## src/rtl/scroll_pkg.sv

```systemverilog
// Shared types and constants for the 7-segment scroll sequencer.
package scroll_pkg;

  typedef enum logic [1:0] {
    IDLE      = 2'd0,
    WAIT_TICK = 2'd1,
    READ      = 2'd2,
    CAPTURE   = 2'd3
  } seqState_t;

  localparam logic [3:0] BLANK_CODE_DEFAULT = 4'hF;
  localparam logic [7:0] ASCII_0            = 8'h30;
  localparam logic [7:0] ASCII_9            = 8'h39;

endpackage

```

## src/rtl/ascii_digit_decode.sv

```systemverilog
// ASCII '0'..'9' to 4-bit digit code; anything else maps to the blank code.
module ascii_digit_decode
  import scroll_pkg::*;
#(
  parameter logic [3:0] BLANK_CODE = BLANK_CODE_DEFAULT
) (
  input  logic [7:0] charIn,
  output logic [3:0] code,
  output logic       bad
);

  // Range check on the raw byte; low nibble of '0'..'9' is the digit itself.
  always_comb begin
    bad  = (charIn < ASCII_0) || (charIn > ASCII_9);
    code = bad ? BLANK_CODE : charIn[3:0];
  end

endmodule

```

## src/rtl/scroll_sequencer.sv

```systemverilog
// Paces FIFO characters into a DIGITS-wide scroll window, one per rate tick.
//
// state     | meaning
// ----------+---------------------------------------------------------
// IDLE      | window blank, waiting for start
// WAIT_TICK | waiting for an unpaused tick; drains blanks if FIFO empty
// READ      | one-cycle FIFO pop strobe
// CAPTURE   | FIFO data valid; decode and shift into slot 0
module scroll_sequencer
  import scroll_pkg::*;
#(
  parameter int         DIGITS     = 3,
  parameter logic [3:0] BLANK_CODE = BLANK_CODE_DEFAULT
) (
  input  logic                clk,
  input  logic                rst_n,
  input  logic                i_tick,
  input  logic                i_start,
  input  logic                i_pause,
  input  logic                i_abort,
  input  logic                i_fifo_empty,
  input  logic [7:0]          i_fifo_rd_data,
  output logic                o_fifo_rd_en,
  output logic [4*DIGITS-1:0] o_window,
  output logic                o_busy,
  output logic                o_done,
  output logic                o_bad_char,
  output logic [7:0]          o_char_cnt
);

  localparam int                DW         = $clog2(DIGITS + 1);
  localparam logic [DW-1:0]     DRAIN_LAST = DW'(DIGITS - 1);
  localparam logic [4*DIGITS-1:0] WIN_BLANK = {DIGITS{BLANK_CODE}};

  seqState_t            state, nextState;
  logic [DW-1:0]        drainCnt;
  logic [4*DIGITS-1:0]  window;
  logic [7:0]           charCnt;
  logic                 doneQ, badQ;

  logic [3:0]           decCode;
  logic                 decBad;

  logic                 shiftEn, clearAll, drainInc, drainClr;
  logic                 cntInc, cntClr, doneSet, badSet;
  logic [3:0]           shiftCode;

  ascii_digit_decode #(.BLANK_CODE(BLANK_CODE)) uDecode (
    .charIn (i_fifo_rd_data),
    .code   (decCode),
    .bad    (decBad)
  );

  // State register.
  always_ff @(posedge clk or negedge rst_n) begin
    if (!rst_n) state <= IDLE;
    else        state <= nextState;
  end

  // Next-state and datapath controls; abort beats pause beats tick.
  always_comb begin
    nextState = state;
    shiftEn   = 1'b0;
    shiftCode = BLANK_CODE;
    clearAll  = 1'b0;
    drainInc  = 1'b0;
    drainClr  = 1'b0;
    cntInc    = 1'b0;
    cntClr    = 1'b0;
    doneSet   = 1'b0;
    badSet    = 1'b0;
    if (i_abort) begin
      nextState = IDLE;
      clearAll  = 1'b1;
    end else begin
      unique case (state)
        IDLE: begin
          if (i_start) begin
            nextState = WAIT_TICK;
            cntClr    = 1'b1;
            drainClr  = 1'b1;
          end
        end
        WAIT_TICK: begin
          if (i_tick && !i_pause) begin
            if (!i_fifo_empty) begin
              nextState = READ;
            end else begin
              shiftEn  = 1'b1;
              drainInc = 1'b1;
              if (drainCnt == DRAIN_LAST) begin
                doneSet   = 1'b1;
                nextState = IDLE;
              end
            end
          end
        end
        READ: begin
          cntInc    = 1'b1;
          nextState = CAPTURE;
        end
        CAPTURE: begin
          shiftEn   = 1'b1;
          shiftCode = decCode;
          badSet    = decBad;
          drainClr  = 1'b1;
          nextState = WAIT_TICK;
        end
        default: nextState = IDLE;
      endcase
    end
  end

  // Window shift register, drain/char counters and registered pulses.
  always_ff @(posedge clk or negedge rst_n) begin
    if (!rst_n) begin
      window   <= WIN_BLANK;
      drainCnt <= '0;
      charCnt  <= '0;
      doneQ    <= 1'b0;
      badQ     <= 1'b0;
    end else begin
      doneQ <= doneSet;
      badQ  <= badSet;
      if (clearAll)     window <= WIN_BLANK;
      else if (shiftEn) window <= {window[4*DIGITS-5:0], shiftCode};
      if (clearAll || drainClr) drainCnt <= '0;
      else if (drainInc)        drainCnt <= drainCnt + DW'(1);
      if (clearAll || cntClr) charCnt <= '0;
      else if (cntInc)        charCnt <= charCnt + 8'd1;
    end
  end

  assign o_fifo_rd_en = (state == READ);
  assign o_busy       = (state != IDLE);
  assign o_window     = window;
  assign o_done       = doneQ;
  assign o_bad_char   = badQ;
  assign o_char_cnt   = charCnt;

endmodule

```

## config.mk

```make
export PLATFORM = sky130hd
export DESIGN_NAME = scroll_sequencer
export DESIGN_NICKNAME = d
export VERILOG_FILES = /design/src/rtl/scroll_pkg.sv /design/src/rtl/ascii_digit_decode.sv /design/src/rtl/scroll_sequencer.sv
export SDC_FILE = /design/constraint.sdc
export NUM_CORES = 1
export LEC_CHECK = 0
export ABC_AREA = 0
export BUFFER_PORTS_ARGS = -buffer_cell sky130_fd_sc_hd__clkbuf_2
export CAP_MARGIN = 0
export CORE_ASPECT_RATIO = 0.8
export CORE_MARGIN = 5
export CORE_UTILIZATION = 52
export CTS_BUF_LIST = sky130_fd_sc_hd__clkbuf_4
export CTS_CLUSTER_SIZE = 8
export DETAILED_ROUTE_END_ITERATION = 10
export MAX_ROUTING_LAYER = met4
export PLACE_DENSITY = 0.81
export SKIP_CTS_REPAIR_TIMING = 1
export SYNTH_ARGS = -nofsm -noshare
export SYNTH_HDL_FRONTEND = slang
export SYNTH_SLANG_ARGS = --single-unit
```

## constraint.sdc

```tcl
create_clock -name clk -period 2.1 [get_ports clk]
set_clock_uncertainty 0.05 [all_clocks]
set_input_delay 0.105 -clock clk [delete_from_list [all_inputs] [get_ports clk]]
set_output_delay 0.105 -clock clk [all_outputs]
set_load 0.005 [all_outputs]
```

==> impl_metrics.ini <==
[synth]
synth_edf_count = 0
synth_nets = 132
syn_area_sq_um = 1260
yosys.area.top_type = dfrtp_1
yosysSeqAreaShare_pct = 52.8
ys_types = 31
avgSynthCellArea_sq_um = 11.5
synth_top_area_share_pct = 27.8
yosysMostFrequentCell = dfrtp_1
synth_common_cells = dfrtp_1, nor2_1, dfstp_2
synth_warnings = 0
synth_area_leaders = dfrtp_1, dfstp_2, o22a_1
synthCells = 110
ys_ff_latch = 26
synthArstFlopShare_pct = 100
synth_flop_cell = dfrtp_1

[clocking]
clkTransAtPathRegs_ps = 140
cts_tree = yes
clock-sinks = 26
worstSkewPairLatency_ps = 320
clock_path_buffers = 2
htreeDepth = 1
root_buffer = clkbuf_4
cts_buffers = 3

[grt]
grt_use_total_pct = 16.9
antenna_found_initial = 0
grt_max_degree = 27
grt_pass1_wl_mm = 4.35
grt_pass1_vias = 967
gr-total-overflow = 0

[placement]
gp_congestion = 0.850
io_buffers = 38
dp_hpwl_mm = 1.97
placed_area_sq_um = 1460

[routing]
wl_per_cell_um = 14.5
vias = 970
drt-initial-drc-count = 39
drtPass1Iterations = 4
drtAntennaViolNets = 0
drc = 0
wl_mm = 2.60
drt-vias-per-instance = 5.42

[setup_path]
setup.worst_path.start_class = flip-flop
required_ps = 2300
cp-end-kind = flip-flop
worstPathMaxFanout = 8
worstSetupPathType = flip-flop to flip-flop
critical_path_arrival_ps = 1970

[layout]
drive_above_1_share_pct = 37.5
num-fill-cells = 193
syn_to_final_growth_pct = 23.3
final_area_sq_um = 1560
diodes = 0
fin_util_pct = 65.3
nets = 175

[sta]
period_share_pct = 84.2
relSlewSlack_pct = 59.9
finalHoldViolations = 1
tns_ps = 0
hold_ws_ps = -10.7
fmax_mhz = 565
slew_viol_final = 0
rsz0062_at_grt = no
worstMarginPinSlew_ps = 601
period_needed_ps = 1770
setup_violations = 0

[pwr]
power.density_nw_per_um2 = 670
swShare_pct = 25.2
power_frac_seq_pct = 50.2
cellLeakagePower_nw = 0.735
power.internal_mw = 0.779
peakVddDrop_mv = 0.741
comb_power_share_pct = 17.0
p_sw_mw = 0.262
pwr-share-clk_pct = 32.8

[floorplan]
rows = 16
die_area_sq_um = 3520
start_util_pct = 52.9
io_pins = 39
die_y_um = 54.1
chipWidth_um = 65.1
core_region_area_sq_um = 2380

[hold_path]
hp-class = primary input to flip-flop

[run]
drv_cap = 0

[run_status]
violations = negative hold slack
status = finished, violations left
[worst max-delay path: stages (launching register included)]
cell     delay [ps]
dfrtp_1         440
inv_1           130
ha_1            390
nand4_4         160
or3_1           360
a21oi_1         170
[sequential cells by signal, indices dropped and copies added, names as in the netlist]
signal / count
state: 2
o_done: 1
drainCnt: 2
o_char_cnt: 8
o_bad_char: 1
o_window: 12
[per-layer routing]
layer | GRT usage [%] | vias up | part of all wire [%]
li1 | - | 469 | -
met1 | 19.8 | 471 | 42
met2 | 29.4 | 28 | 50
met3 | 5.22 | 2 | 6.5
met4 | 3.10 | 0 | 0.54
met5 | - | - | 0
[per-stage QoR]
step	setup slack, ps	std cells	hold WS (ps)	power (mW)
after floorplan	556	110	-241	0.639
after global placement	480	171	86.5	0.689
after detailed placement	361	171	95.2	0.694
after CTS	321	175	-268	1.04
after global routing	254	179	-9.24	1.09
final	331	179	-10.7	1.04
[power groups by stage]
| stage | Clock [mW] | Combinational [mW] | Sequential (mW) |
|---|---|---|---|
| global placement | 0 | 0.159 | 0.530 |
| CTS | 0.346 | 0.169 | 0.523 |
| floorplan | 0 | 0.109 | 0.530 |
| finish | 0.341 | 0.177 | 0.523 |
| detailed placement | 0 | 0.162 | 0.532 |
| global route | 0.368 | 0.198 | 0.525 |
[layout make-up]
| cell class | count | area (sq um) | area share (%) |
|---|---|---|---|
| Clock buffer | 3 | 22.5 | 1.45 |
| Clock inverter | 1 | 30.0 | 1.93 |
| Inverter | 6 | 22.5 | 1.45 |
| Multi-Input combinational cell | 74 | 551 | 35.4 |
| Sequential cell | 26 | 666 | 42.8 |
| Tap cell | 27 | 33.8 | 2.17 |
| Timing Repair Buffer | 42 | 230 | 14.8 |
[logic make-up after synthesis]
kind of cell             share of synthesized area [%]
multiplexers                                      3.27
AO/OA/AOI/OAI                                     13.7
buffers and inverters                             3.57
XOR/XNOR                                          4.17
adder cells (fa/ha/maj)                           6.94
flip-flops                                        52.8
AND/OR/NAND/NOR                                   15.6
[placed cells by master (no fill, tap or decap), types with 2 or more instances in the layout]
cell and n:
clkbuf_2 38, dfrtp_1 14, nor2_1 13, dfstp_2 12
o22a_1 11, ha_1 7, inv_1 6, a21oi_1 5
nand2b_1 4, o21ai_0 4, xor2_1 4, dlygate4sd3_1 4
nand2_1 3, mux2i_1 3, clkbuf_4 3, or3_1 2
nand4_1 2, xnor2_1 2
[worst paths after layout]
kind | startpoint | end | slack [ps] | cells past startpoint
min in group asynchronous | rst_n | o_char_cnt[5] | 250 | 2
worst min register to register | o_window[11] | o_window[11] | 470 | 1
max in group asynchronous | rst_n | o_done | 1360 | 2
worst max-delay path | state[0] | o_char_cnt[7] | 330 | 5
worst max register to register | state[0] | o_char_cnt[7] | 330 | 5
worst min-delay path | i_fifo_rd_data[3] | o_window[3] | -10 | 2
Note: power is estimated with default switching activity, not from simulation.
